===== config.mk =====
export PLATFORM = sky130hd
export DESIGN_NAME = wb_sdspi_slave
export DESIGN_NICKNAME = d
export VERILOG_FILES = /design/src/rtl/wb_sdspi_slave.sv
export SDC_FILE = /design/constraint.sdc
export NUM_CORES = 1
export LEC_CHECK = 0
export CAP_MARGIN = 15
export CORE_UTILIZATION = 45
export CTS_CLUSTER_SIZE = 25
export DETAILED_ROUTE_END_ITERATION = 10
export GPL_TIMING_DRIVEN = 0
export PLACE_DENSITY = 0.76
export SETUP_SLACK_MARGIN = 0.4
export SLEW_MARGIN = 20
export SYNTH_ARGS = -nofsm -noshare
export SYNTH_HDL_FRONTEND = slang
export SYNTH_SLANG_ARGS = --single-unit

===== constraint.sdc =====
create_clock -name wb_clk -period 2.3 [get_ports wb_clk]
set_input_delay 0.575 -clock wb_clk [delete_from_list [all_inputs] [get_ports wb_clk]]
set_output_delay 0.575 -clock wb_clk [all_outputs]
set_load 0.005 [all_outputs]

===== src/rtl/wb_sdspi_slave.sv =====
// Wishbone B4 classic register window in front of the SD-over-SPI block-read core.
// Each RQ_DATA write pulls one streamed SD byte and opens 512-byte block reads on demand.
module wb_sdspi_slave #(
  parameter int                 WB_DATA        = 32,
  parameter logic [WB_DATA-1:0] BASE_ADDR      = 32'h9200_0000,
  parameter logic [4:0]         SCLK_RESET     = 5'h1F,
  parameter int                 TIMEOUT_CYCLES = 1000000
) (
  input  logic                 wb_clk,
  input  logic                 wb_rst,
  input  logic [WB_DATA-1:0]   wb_adr_i,
  input  logic [WB_DATA-1:0]   wb_dat_i,
  input  logic [WB_DATA/8-1:0] wb_sel_i,
  input  logic                 wb_we_i,
  input  logic                 wb_cyc_i,
  input  logic                 wb_stb_i,
  input  logic [2:0]           wb_cti_i,
  input  logic [1:0]           wb_bte_i,
  output logic [WB_DATA-1:0]   wb_dat_o,
  output logic                 wb_ack_o,
  output logic                 wb_err_o,
  output logic                 wb_rty_o,
  output logic [4:0]           sclk_speed_o,
  output logic                 sd_start_o,
  output logic [31:0]          sd_block_o,
  input  logic [7:0]           sd_byte_i,
  input  logic                 sd_byte_valid_i,
  output logic                 sd_byte_ready_o,
  input  logic                 sd_err_i
);

  localparam int TMO_W = (TIMEOUT_CYCLES > 1) ? $clog2(TIMEOUT_CYCLES) : 1;
  localparam logic [TMO_W-1:0] TMO_LAST = TMO_W'(TIMEOUT_CYCLES - 1);

  typedef enum logic [2:0] {
    S_IDLE         = 3'd0,
    S_OPEN_BLOCK   = 3'd1,
    S_WAIT_BYTE    = 3'd2,
    S_ACK          = 3'd3,
    S_ERR          = 3'd4,
    S_WAIT_STB_LOW = 3'd5
  } state_e;

  state_e             state_r, state_next_s;
  logic [31:0]        cur_block_r, cur_block_next_s;
  logic [8:0]         byte_idx_r, byte_idx_next_s;
  logic               block_open_r, block_open_next_s;
  logic [7:0]         last_byte_r, last_byte_next_s;
  logic [4:0]         sclk_r, sclk_next_s;
  logic               tmo_sticky_r, tmo_sticky_next_s;
  logic               err_sticky_r, err_sticky_next_s;
  logic [TMO_W-1:0]   tmo_cnt_r, tmo_cnt_next_s;
  logic [31:0]        sd_block_r, sd_block_next_s;
  logic [WB_DATA-1:0] dat_next_s;
  logic [WB_DATA-1:0] rd_data_s;
  logic [3:0]         offset_s;
  logic               hit_s;
  logic               unused_s;

  assign offset_s        = wb_adr_i[3:0];
  assign hit_s           = wb_cyc_i & wb_stb_i & (wb_adr_i[WB_DATA-1:4] == BASE_ADDR[WB_DATA-1:4]);
  assign wb_rty_o        = 1'b0;
  assign sclk_speed_o    = sclk_r;
  assign sd_block_o      = sd_block_r;
  // sd_err_i wins over a same-cycle byte, so the byte is not consumed then
  assign sd_byte_ready_o = (state_r == S_WAIT_BYTE) & sd_byte_valid_i & ~sd_err_i;
  assign unused_s        = ^{wb_cti_i, wb_bte_i, wb_sel_i};

  // Register read multiplexer
  always_comb begin
    rd_data_s = {WB_DATA{1'b0}};
    case (offset_s)
      4'd0:    rd_data_s = WB_DATA'(cur_block_r);
      4'd1:    rd_data_s = WB_DATA'(last_byte_r);
      4'd2:    rd_data_s = WB_DATA'(sclk_r);
      4'd3:    rd_data_s = WB_DATA'({byte_idx_r, tmo_sticky_r, err_sticky_r});
      default: rd_data_s = {WB_DATA{1'b0}};
    endcase
  end

  // Next-state and register-update logic
  always_comb begin
    state_next_s      = state_r;
    cur_block_next_s  = cur_block_r;
    byte_idx_next_s   = byte_idx_r;
    block_open_next_s = block_open_r;
    last_byte_next_s  = last_byte_r;
    sclk_next_s       = sclk_r;
    tmo_sticky_next_s = tmo_sticky_r;
    err_sticky_next_s = err_sticky_r;
    tmo_cnt_next_s    = tmo_cnt_r;
    sd_block_next_s   = sd_block_r;
    dat_next_s        = rd_data_s;
    case (state_r)
      S_IDLE: begin
        if (hit_s) begin
          tmo_cnt_next_s = {TMO_W{1'b0}};
          case (offset_s)
            4'd0: begin
              state_next_s      = S_ACK;
              cur_block_next_s  = wb_we_i ? 32'(wb_dat_i) : cur_block_r;
              byte_idx_next_s   = wb_we_i ? 9'd0 : byte_idx_r;
              block_open_next_s = wb_we_i ? 1'b0 : block_open_r;
            end
            4'd1: begin
              if (wb_we_i) begin
                state_next_s    = block_open_r ? S_WAIT_BYTE : S_OPEN_BLOCK;
                sd_block_next_s = block_open_r ? sd_block_r : cur_block_r;
              end else begin
                state_next_s = S_ACK;
              end
            end
            4'd2: begin
              state_next_s = S_ACK;
              sclk_next_s  = (wb_we_i & wb_sel_i[0]) ? wb_dat_i[4:0] : sclk_r;
            end
            4'd3: begin
              state_next_s      = S_ACK;
              tmo_sticky_next_s = wb_we_i ? 1'b0 : tmo_sticky_r;
              err_sticky_next_s = wb_we_i ? 1'b0 : err_sticky_r;
            end
            default: state_next_s = S_ERR;
          endcase
        end else begin
          state_next_s = S_IDLE;
        end
      end
      S_OPEN_BLOCK: begin
        block_open_next_s = 1'b1;
        state_next_s      = S_WAIT_BYTE;
      end
      S_WAIT_BYTE: begin
        // A master that dropped cyc gets no termination; the fetch still lands
        if (sd_err_i) begin
          err_sticky_next_s = 1'b1;
          block_open_next_s = 1'b0;
          state_next_s      = wb_cyc_i ? S_ERR : S_IDLE;
        end else if (sd_byte_valid_i) begin
          last_byte_next_s = sd_byte_i;
          dat_next_s       = WB_DATA'(sd_byte_i);
          state_next_s     = wb_cyc_i ? S_ACK : S_IDLE;
          if (byte_idx_r == 9'd511) begin
            byte_idx_next_s   = 9'd0;
            block_open_next_s = 1'b0;
            cur_block_next_s  = cur_block_r + 32'd1;
          end else begin
            byte_idx_next_s = byte_idx_r + 9'd1;
          end
        end else if (tmo_cnt_r == TMO_LAST) begin
          tmo_sticky_next_s = 1'b1;
          block_open_next_s = 1'b0;
          state_next_s      = wb_cyc_i ? S_ERR : S_IDLE;
        end else begin
          tmo_cnt_next_s = tmo_cnt_r + TMO_W'(1);
        end
      end
      S_ACK:          state_next_s = S_WAIT_STB_LOW;
      S_ERR:          state_next_s = S_WAIT_STB_LOW;
      S_WAIT_STB_LOW: state_next_s = wb_stb_i ? S_WAIT_STB_LOW : S_IDLE;
      default:        state_next_s = S_IDLE;
    endcase
  end

  // State, register file and registered bus/SD outputs
  always_ff @(posedge wb_clk) begin
    if (wb_rst) begin
      state_r      <= S_IDLE;
      cur_block_r  <= 32'd0;
      byte_idx_r   <= 9'd0;
      block_open_r <= 1'b0;
      last_byte_r  <= 8'd0;
      sclk_r       <= SCLK_RESET;
      tmo_sticky_r <= 1'b0;
      err_sticky_r <= 1'b0;
      tmo_cnt_r    <= {TMO_W{1'b0}};
      sd_block_r   <= 32'd0;
      wb_ack_o     <= 1'b0;
      wb_err_o     <= 1'b0;
      wb_dat_o     <= {WB_DATA{1'b0}};
      sd_start_o   <= 1'b0;
    end else begin
      state_r      <= state_next_s;
      cur_block_r  <= cur_block_next_s;
      byte_idx_r   <= byte_idx_next_s;
      block_open_r <= block_open_next_s;
      last_byte_r  <= last_byte_next_s;
      sclk_r       <= sclk_next_s;
      tmo_sticky_r <= tmo_sticky_next_s;
      err_sticky_r <= err_sticky_next_s;
      tmo_cnt_r    <= tmo_cnt_next_s;
      sd_block_r   <= sd_block_next_s;
      wb_ack_o     <= (state_next_s == S_ACK);
      wb_err_o     <= (state_next_s == S_ERR);
      wb_dat_o     <= (state_next_s == S_ACK) ? dat_next_s : {WB_DATA{1'b0}};
      sd_start_o   <= (state_next_s == S_OPEN_BLOCK);
    end
  end

endmodule

==> flow_summary.toml, run 1 <==
[status]
status = "finished, violations left"
violations = "setup timing"

[synth]
synth-edff-count = 0
avgSynthCellArea_um2 = 8.612
async_reset_ff_share_pct = 0
ys_ff_latch = 147
synth-main-ff-cell = "dfxtp_1"
yosysSeqAreaShare_pct = 42.50
ys_warn_count = 0
syn_nets = 896
synth_area_um2 = 6924
yosysUniqueCellTypes = 78
syn-instance-count = 804

[timing]
max_slew_margin_pct = 26.75
drv_slew = 0
grt_setup_unrepaired = "true"
worst_slack_ns = -0.2847
final-hold-violation-count = 0
setup_viol = 109
tns_ns = -8.183
max_freq_ghz = 0.3869
fin_skew_ns = 0.008955
period_minus_slack_ns = 2.585
layout_worst_path_cycle_share_pct = 112.4
tightest_slew_ns = 1.099

[route]
firstDrtPassIters = 8
wl_per_cell_um = 26.11
drt_wl_total_um = 33580
ant_nets = 0
vias = 8715
drc = 0
vias_per_cell = 6.777
drt_iter0_markers = 1219

[global_route]
grt_usage_pct = 36.22
antenna_found_initial = 0
grt_overflow_total = 0
grt_max_degree = 17
grt_pass1_wl_um = 44330
grt_pass1_vias = 8066

[cells_and_area]
layout.cells.non_filler = 1286
synthToLayoutAreaGrowth_pct = 75.08
fill_cells = 734
drive_gt1_share_pct = 40.02
n_antenna_cell = 0
nNetsFinal = 1182

[power_and_ir_drop]
pwr-share-seq_pct = 43.3
cell_internal_pwr_w = 0.004510
p_leak_nw = 4.329
p_comb_share_pct = 6.4
irDropWorstVdd_v = 0.0005110
p_per_area_nw_per_um2 = 481.5
pwr-share-clk_pct = 50.3
p_sw_share_pct = 22.75
switchingPower_w = 0.001328

[critical_path]
critPathKind = "reg -> reg"
slowest_delay_ns = 0.58
worst_ep_required_time_ns = 2.66
cp-start-kind = "register"
end_kind = "register"
arrival_ns = 2.95
worst_path_max_delay_cell = "or4b_4"
cpLargestDelayFamily = "simple AND/OR/NAND/NOR gates"
crit_chain = "nand3_4 -> nor2_4 -> and4_4 -> ha_4 -> nand2_4 -> or4b_4 -> o21a_4 -> buf_6 -> nor3_1 -> a31o_1"
cp_max_fo = 6
crit_buf_inv = 1

[placed_design]
gp_congestion = 0.9109
hpwl_um = 15560
place_ws_ns = -0.9857
dp.cells = 1139
numPortBuffers = 151

[floorplanning]
coreArea_um2 = 14750
ios = 162
fp.dieW_um = 126.0
initial_core_util_pct = 46.93
die-area_um2 = 15890
rows = 44
die_h_um = 126.0

[worst_hold_path]
hold_class = "reg -> reg"

[clocking]
ctsRootBufferMaster = "clkbuf_16"
cts.sinks = 147
cts_hold_buf = 0
insertion_delay_ns = 0.44
max-clock-path-buffers = 2
cts_tree = "done"
htree_num_levels = 4
path_clk_slew_ns = 0.06
cts_buffers = 17

[job]
drv_cap = 0
## synthesized netlist by cell type (6+ instances only)
| library cell | number | area (um2) |
|---|---|---|
| o21ai_1 | 9 | 45.04 |
| buf_2 | 18 | 90.09 |
| a211oi_1 | 18 | 135.1 |
| a21oi_1 | 72 | 360.4 |
| a31oi_1 | 7 | 43.79 |
| o21a_1 | 7 | 52.55 |
| a22o_1 | 6 | 52.55 |
| nor2_1 | 103 | 386.6 |
| inv_1 | 10 | 37.54 |
| mux2i_1 | 38 | 380.4 |
| dfxtp_1 | 147 | 2943 |
| and3_1 | 13 | 81.33 |
| nor3_1 | 9 | 45.04 |
| o21ai_0 | 27 | 135.1 |
| nand4_1 | 10 | 62.56 |
| clkbuf_1 | 29 | 108.9 |
| xnor2_1 | 12 | 105.1 |
| a2111oi_2 | 6 | 90.09 |
| or3_1 | 12 | 75.07 |
| nand3_1 | 37 | 185.2 |
| nor4_1 | 6 | 37.54 |
| o22ai_1 | 7 | 43.79 |
| and2_1 | 9 | 56.30 |
| nand2_1 | 86 | 322.8 |
## stage by stage
step                hold slack (ns)  total power (W)  cell area (um2)  utilization (%)
finish                       0.4812         0.005837            12120            82.17
global route                 0.4925         0.005960            12120            82.17
CTS                          0.4583         0.005746            11400            77.27
detailed placement           0.4502         0.002897             8920            60.46
global placement             0.4386         0.002897             8920            60.46
floorplan                    0.4315         0.002704             7178                -
## area by class of cell
| type | count | area (um2) | share of cell area [%] |
|---|---|---|---|
| Multi-Input combinational cell | 589 | 4835 | 39.88 |
| Sequential cell | 147 | 3015 | 24.87 |
| Timing Repair Buffer | 266 | 2816 | 23.23 |
| Buffer | 57 | 556.8 | 4.593 |
| Clock buffer | 21 | 481.7 | 3.974 |
| Tap cell | 184 | 230.2 | 1.899 |
| Clock inverter | 10 | 128.9 | 1.063 |
| Inverter | 12 | 58.81 | 0.4851 |
## state kept, by name, indices dropped and copies added, names as in the netlist
register      count
wb_ack_o          1
sd_start_o        1
wb_err_o          1
byte_idx_r        9
sclk_speed_o      5
last_byte_r       8
state_r           3
tmo_cnt_r        20
err_sticky_r      1
sd_block_o       32
tmo_sticky_r      1
cur_block_r      32
wb_dat_o         32
block_open_r      1
## worst min-delay path: cells and delay by family, from the launching register on
family           cells  cell delay (ns)
AND/OR/NAND/NOR      1             0.06
AO/OA/AOI/OAI        1             0.06
flip-flops           1             0.32
## path summary, 6_finish.rpt
path                                    start  cells after the start  slack, ns                          end
setup / recovery   byte_idx_r[4]$_SDFFE_PP0P_                     10      -0.28  cur_block_r[2]$_SDFFE_PP0P_
hold reg to reg   last_byte_r[4]$_SDFFE_PP0P_                      2       0.48  last_byte_r[4]$_SDFFE_PP0P_
hold / removal    last_byte_r[4]$_SDFFE_PP0P_                      2       0.48  last_byte_r[4]$_SDFFE_PP0P_
setup reg to reg   byte_idx_r[4]$_SDFFE_PP0P_                     10      -0.28  cur_block_r[2]$_SDFFE_PP0P_
## cell usage in the layout (no fill, tap or decap), drive strengths merged, types with 8 or more instances in the layout
master / count
dlygate4sd2: 12
nor4: 10
and2: 9
and3: 13
clkbuf: 49
dfxtp: 147
mux2i: 38
nor3: 10
xnor2: 12
nand2: 86
clkinv: 8
or3: 13
inv: 10
a211oi: 21
o21ai: 36
nand3: 38
nand4: 11
nor2: 107
clkdlybuf4s50: 112
a21oi: 72
buf: 157
## power groups by stage
stage	Combinational [W]	Clock, W	Sequential (W)
floorplan	0.000104	0	0.00260
global placement	0.000297	0	0.00260
detailed placement	0.000297	0	0.00260
CTS	0.000322	0.00289	0.00253
global route	0.000380	0.00305	0.00253
finish	0.000374	0.00293	0.00253
## per-layer routing
| metal | track usage (%) | wire length (um) | vias up |
|---|---|---|---|
| met1 | 42.72 | 11420 | 4062 |
| met3 | 8.071 | 3871 | 304 |
| met5 | 0 | 0 | - |
| li1 | - | - | 3485 |
| met2 | 58.34 | 15360 | 864 |
| met4 | 26.01 | 2928 | 0 |
## cells by family (layout without fill, tap and decap cells)
family | Yosys count | count (layout) | synth area share (%)
fa+ha+maj | 4 | 4 | 0.7228
mux | 47 | 47 | 7.824
flops | 147 | 147 | 42.50
other cells | 1 | 1 | 0.05416
compound gates | 196 | 196 | 18.81
xor+xnor | 15 | 15 | 1.897
simple gates | 325 | 326 | 23.58
buf+inv | 69 | 366 | 4.608
## repair_timing
action	CTS	global route
gates cloned	15	0
pin swaps	77	64
endpoints found under the setup margin	144	152
hold endpoints to repair	0	0
resized for setup	318	140
setup buffers	74	27
(Power assumes the default switching activity.)
==> inputs of run 2 (changes only) <==
--- a/config.mk
+++ b/config.mk
@@ -7,10 +7,9 @@
 export LEC_CHECK = 0
 export CAP_MARGIN = 15
 export CORE_UTILIZATION = 45
-export CTS_CLUSTER_SIZE = 25
 export DETAILED_ROUTE_END_ITERATION = 10
 export GPL_TIMING_DRIVEN = 0
-export PLACE_DENSITY = 0.76
+export PLACE_DENSITY_LB_ADDON = 0.15
 export SETUP_SLACK_MARGIN = 0.4
 export SLEW_MARGIN = 20
 export SYNTH_ARGS = -nofsm -noshare
==> flow_summary.toml, run 2 (synthesis gave the netlist of run 1 again) <==
[status]
status = "finished, violations left"
violations = "setup timing"

[critical_path]
critPathLaunch = "state_r[2]$_SDFF_PP0_"
reg2reg_to = "cur_block_r[4]$_SDFFE_PP0P_"
critPathKind = "reg -> out"
slowest_delay_ns = 0.40
cpLargestDelayFamily = "simple AND/OR/NAND/NOR gates"
r2r_slack_ns = -0.11
worst_path_max_delay_cell = "or3b_4"
cp-start-kind = "register"
crit_buf_inv = 5
crit_chain = "buf_6 -> or3b_4 -> buf_8 -> nor2_4 -> nand2_4 -> clkinv_4 -> buf_8 -> buf_6"
r2r_start = "byte_idx_r[3]$_SDFFE_PP0P_"
rr_worst_depth = 10
worst_ep_required_time_ns = 1.73
end_kind = "primary output"
arrival_ns = 1.90
cp_max_fo = 3

[floorplanning]
die_h_um = 126.0
initial_core_util_pct = 46.93
fp.dieW_um = 126.0
coreArea_um2 = 14750
rows = 44
die-area_um2 = 15890
ios = 162

[route]
ant_nets = 0
drt_iter0_markers = 994
drt_wl_total_um = 28980
vias = 8059
vias_per_cell = 6.346
wl_per_cell_um = 22.82
drc = 0
firstDrtPassIters = 7

[global_route]
grt_overflow_total = 0
grt_max_degree = 17
antenna_found_initial = 0
grt_pass1_vias = 7461
grt_usage_pct = 33.08
grt_pass1_wl_um = 40840

[timing]
worst_slack_ns = -0.1773
fin_skew_ns = 0.006773
grt_setup_unrepaired = "true"
max_slew_margin_pct = 36.48
max_freq_ghz = 0.4037
layout_worst_path_cycle_share_pct = 107.7
tightest_slew_ns = 0.9529
period_minus_slack_ns = 2.477
final-hold-violation-count = 0
drv_slew = 0
setup_viol = 83

[clocking]
htree_num_levels = 4
max-clock-path-buffers = 2
cts_hold_buf = 0
cts.sinks = 147
insertion_delay_ns = 0.43
ctsRootBufferMaster = "clkbuf_16"
cts_tree = "done"
cts_buffers = 17
path_clk_slew_ns = 0.06

[cells_and_area]
n_antenna_cell = 0
fin_util_pct = 79.66
seqCellArea_um2 = 2998
synthToLayoutAreaGrowth_pct = 69.73
nNetsFinal = 1166
multiInputGateArea_um2 = 4786
drive_gt1_share_pct = 37.11
fill_cells = 865
final_common_cell = "dfxtp_1"
layout_common_cells = "dfxtp_1 (123), clkdlybuf4s50_1 (111), nand2_1 (75)"

[job]
drv_cap = 0

[worst_hold_path]
hp-start = "last_byte_r[6]$_SDFFE_PP0P_"
min_to = "last_byte_r[6]$_SDFFE_PP0P_"
holdPathStages = 2
hold_class = "reg -> reg"

[power_and_ir_drop]
p_per_area_nw_per_um2 = 473.8
irDropWorstVdd_v = 0.0005338
p_leak_nw = 4.142

[placed_design]
numPortBuffers = 151
hpwl_um = 15330
gp_congestion = 0.9014
place_ws_ns = -1.043
run 2: changes by cell type in the layout (fill, tap and decap cells not counted), moves of 6 or more:
cell and change:
buf_4 -12, a21oi_2 -7, buf_2 -8, buf_8 -7, clkbuf_2 +10, buf_12 -6
buf_6 +10, a21oi_1 +6
run 2: power breakdown:
group | leakage [nW] | internal (W) | switching, W | total (W)
clock network | 0.276 | 0.00163 | 0.00106 | 0.00269
logic | 2.67 | 0.000158 | 0.000184 | 0.000342
registers | 1.20 | 0.00253 | 0.0000000604 | 0.00253
total | 4.14 | 0.00432 | 0.00125 | 0.00557
run 2: timing repair:
action | in CTS | in global routing
endpoints found under the hold margin | 0 | 0
gates cloned | 11 | 3
pin swaps | 88 | 49
resized for setup | 305 | 139
setup buffers | 58 | 28
endpoints found under the setup margin | 147 | 143
run 2: cell type report:
class,count,share of cell area [%]
timing repair buffer,251,21.75
clock buffer,27,4.376
buffer,57,4.770
sequential,147,25.51
multi-input combinational,588,40.72
tap,184,1.959
clock inverter,4,0.3833
inverter,12,0.5323
run 2: layer usage:
layer / vias to the layer above / GRT usage [%] / share of wire, %
met5: - / 0 / 0
met4: 0 / 16.73 / 5.5
met3: 172 / 7.434 / 11
met2: 622 / 54.83 / 48
met1: 3814 / 40.34 / 36
li1: 3451 / - / -
run 2: worst max path at each step:
| stage | to | slack (ns) | depth (start not counted) |
|---|---|---|---|
| floorplan | tmo_cnt_r[5]$_SDFFE_PP0P_ | -0.07 | 8 |
| global route | sd_byte_ready_o | -0.21 | 8 |
| finish | sd_byte_ready_o | -0.18 | 8 |
| global placement | sd_block_o[24]$_SDFFE_PP0P_ | -1.0 | 9 |
| detailed placement | sd_block_o[18]$_SDFFE_PP0P_ | -1.04 | 9 |
| CTS | sd_byte_ready_o | -0.1 | 8 |
run 2: worst register-to-register path: cells and delay by family (launching register included):
kind	cells	cell delay, ns
AND/OR/NAND/NOR	5	1.17
AO/OA/AOI/OAI	3	0.42
adder cells (fa/ha/maj)	1	0.13
flip-flops	1	0.38
buffers and inverters	1	0.18
run 2: stage by stage:
stage          hold slack, ns  instance area [um2]  instances  total power [W]  setup TNS, ns
2_1_floorplan          0.4315                 7178        804         0.002704        -0.4460
3_3_place_gp           0.4397                 8920       1139         0.002897        -111.59
3_5_place_dp           0.4464                 8920       1139         0.002897        -114.82
4_1_cts                0.4555                11060       1239         0.005533        -0.5354
5_1_grt                0.4812                11750       1270         0.005690         -10.79
6_report               0.4607                11750       1270         0.005568         -5.445
==> inputs of run 3 (changes only) <==
--- a/config.mk
+++ b/config.mk
@@ -5,12 +5,14 @@
 export SDC_FILE = /design/constraint.sdc
 export NUM_CORES = 1
 export LEC_CHECK = 0
+export ABC_CLOCK_PERIOD_IN_PS = 2300
 export CAP_MARGIN = 15
 export CORE_UTILIZATION = 45
 export DETAILED_ROUTE_END_ITERATION = 10
 export GPL_TIMING_DRIVEN = 0
 export PLACE_DENSITY_LB_ADDON = 0.15
 export SETUP_SLACK_MARGIN = 0.4
+export SKIP_CTS_REPAIR_TIMING = 1
 export SLEW_MARGIN = 20
 export SYNTH_ARGS = -nofsm -noshare
 export SYNTH_HDL_FRONTEND = slang
==> flow_summary.toml, run 3 (synthesis gave the netlist of run 1 again) <==
[global_route]
grt_overflow_total = 0
grt_pass1_wl_um = 33520
antenna_found_initial = 0
grt_pass1_vias = 6379
grt_usage_pct = 27.25
grt_max_degree = 17

[critical_path]
crit_top_cell = "buf_8"
worst_ep_required_time_ns = 1.73
end_kind = "primary output"
arrival_ns = 1.98
rr_worst_depth = 11
crit_chain = "or3b_4 -> buf_8 -> nor2_4 -> nand2_4 -> inv_8 -> buf_8 -> clkbuf_2"
worst_path_max_delay_cell = "or3b_4"
cp-start-kind = "register"
cp_max_fo = 8
r2r_slack_ns = -0.17
slowest_delay_ns = 0.46
critPathKind = "reg -> out"

[timing]
final-hold-violation-count = 0
tightest_slew_ns = 0.9200
drv_slew = 0
period_minus_slack_ns = 2.555
max_freq_ghz = 0.3914
worst_slack_ns = -0.2549
layout_worst_path_cycle_share_pct = 111.1
max_slew_margin_pct = 38.67
grt_setup_unrepaired = "true"
fin_skew_ns = 0.008196
tns_ns = -5.332
setup_viol = 67

[clocking]
insertion_delay_ns = 0.44
htree_num_levels = 4
cts_buffers = 17
max-clock-path-buffers = 2
cts.sinks = 147
ctsRootBufferMaster = "clkbuf_16"
path_clk_slew_ns = 0.06
cts_tree = "done"

[route]
wl_per_cell_um = 21.92
ant_nets = 0
vias_per_cell = 6.207
drc = 0
vias = 7765
firstDrtPassIters = 7
drt_wl_total_um = 27420
drt_iter0_markers = 1015

[status]
violations = "setup timing"
status = "finished, violations left"

[power_and_ir_drop]
irDropWorstVdd_v = 0.0005217
p_leak_nw = 4.201
p_per_area_nw_per_um2 = 478.9

[worst_hold_path]
hold_class = "reg -> reg"
holdPathStages = 2

[placed_design]
place_area_um2 = 8920
numPortBuffers = 151
gp_congestion = 0.9014
place_ws_ns = -1.043
hpwl_um = 15330

[floorplanning]
die_h_um = 126.0
rows = 44
coreArea_um2 = 14750
fp.dieW_um = 126.0
ios = 162
initial_core_util_pct = 46.93
die-area_um2 = 15890

[cells_and_area]
layout_common_cells = "dfxtp_1 (125), clkdlybuf4s50_1 (111), nand2_1 (82)"
synthToLayoutAreaGrowth_pct = 67.98
final_common_cell = "dfxtp_1"
final_area_um2 = 11630
n_antenna_cell = 0
nNetsFinal = 1147
fill_cells = 894
seqCellArea_um2 = 3003
multiInputGateArea_um2 = 4736
drive_gt1_share_pct = 33.55

[job]
drv_cap = 0
## run 3: metrics by stage
step	total power (W)	hold WS (ns)	std cells	utilization [%]
final	0.005571	0.4603	1251	78.83
after global routing	0.005696	0.4777	1251	78.83
after CTS	0.005527	0.4555	1170	64.25
after detailed placement	0.002897	0.4464	1139	60.46
after global placement	0.002897	0.4397	1139	60.46
after floorplan	0.002704	0.4315	804	-
## run 3: worst paths after layout
check	end	start
worst max-delay path	sd_byte_ready_o	state_r[0]$_SDFF_PP0_
worst min-delay path	last_byte_r[0]$_SDFFE_PP0P_	last_byte_r[0]$_SDFFE_PP0P_
worst max register to register	cur_block_r[10]$_SDFFE_PP0P_	byte_idx_r[5]$_SDFFE_PP0P_
worst min register to register	last_byte_r[0]$_SDFFE_PP0P_	last_byte_r[0]$_SDFFE_PP0P_
## run 3: power by group
group	leakage [nW]	internal [W]	switching, W
combinational	2.73	0.000167	0.000182
clock	0.276	0.00163	0.00106
sequential	1.20	0.00253	0.0000000597
total	4.20	0.00433	0.00125
## run 3: cell type report
| type | instances | share of cell area [%] |
|---|---|---|
| Multi-Input combinational cell | 588 | 40.72 |
| Clock buffer | 27 | 4.421 |
| Buffer | 57 | 4.841 |
| Clock inverter | 4 | 0.3873 |
| Tap cell | 184 | 1.979 |
| Timing Repair Buffer | 232 | 21.31 |
| Inverter | 12 | 0.5271 |
| Sequential cell | 147 | 25.82 |
## run 3: worst max-delay path, delay by kind of cell, from the launching register on
kind          cells  cell delay (ns)
simple gates      3             0.66
flops             1             0.41
buf+inv           4             0.47
## run 3: layer usage
layer	track usage (%)	routed length [um]	up-vias
li1	-	-	3409
met1	35.23	10440	3670
met2	44.23	13040	550
met3	6.669	2625	136
met4	9.568	1313	0
met5	0	0	-
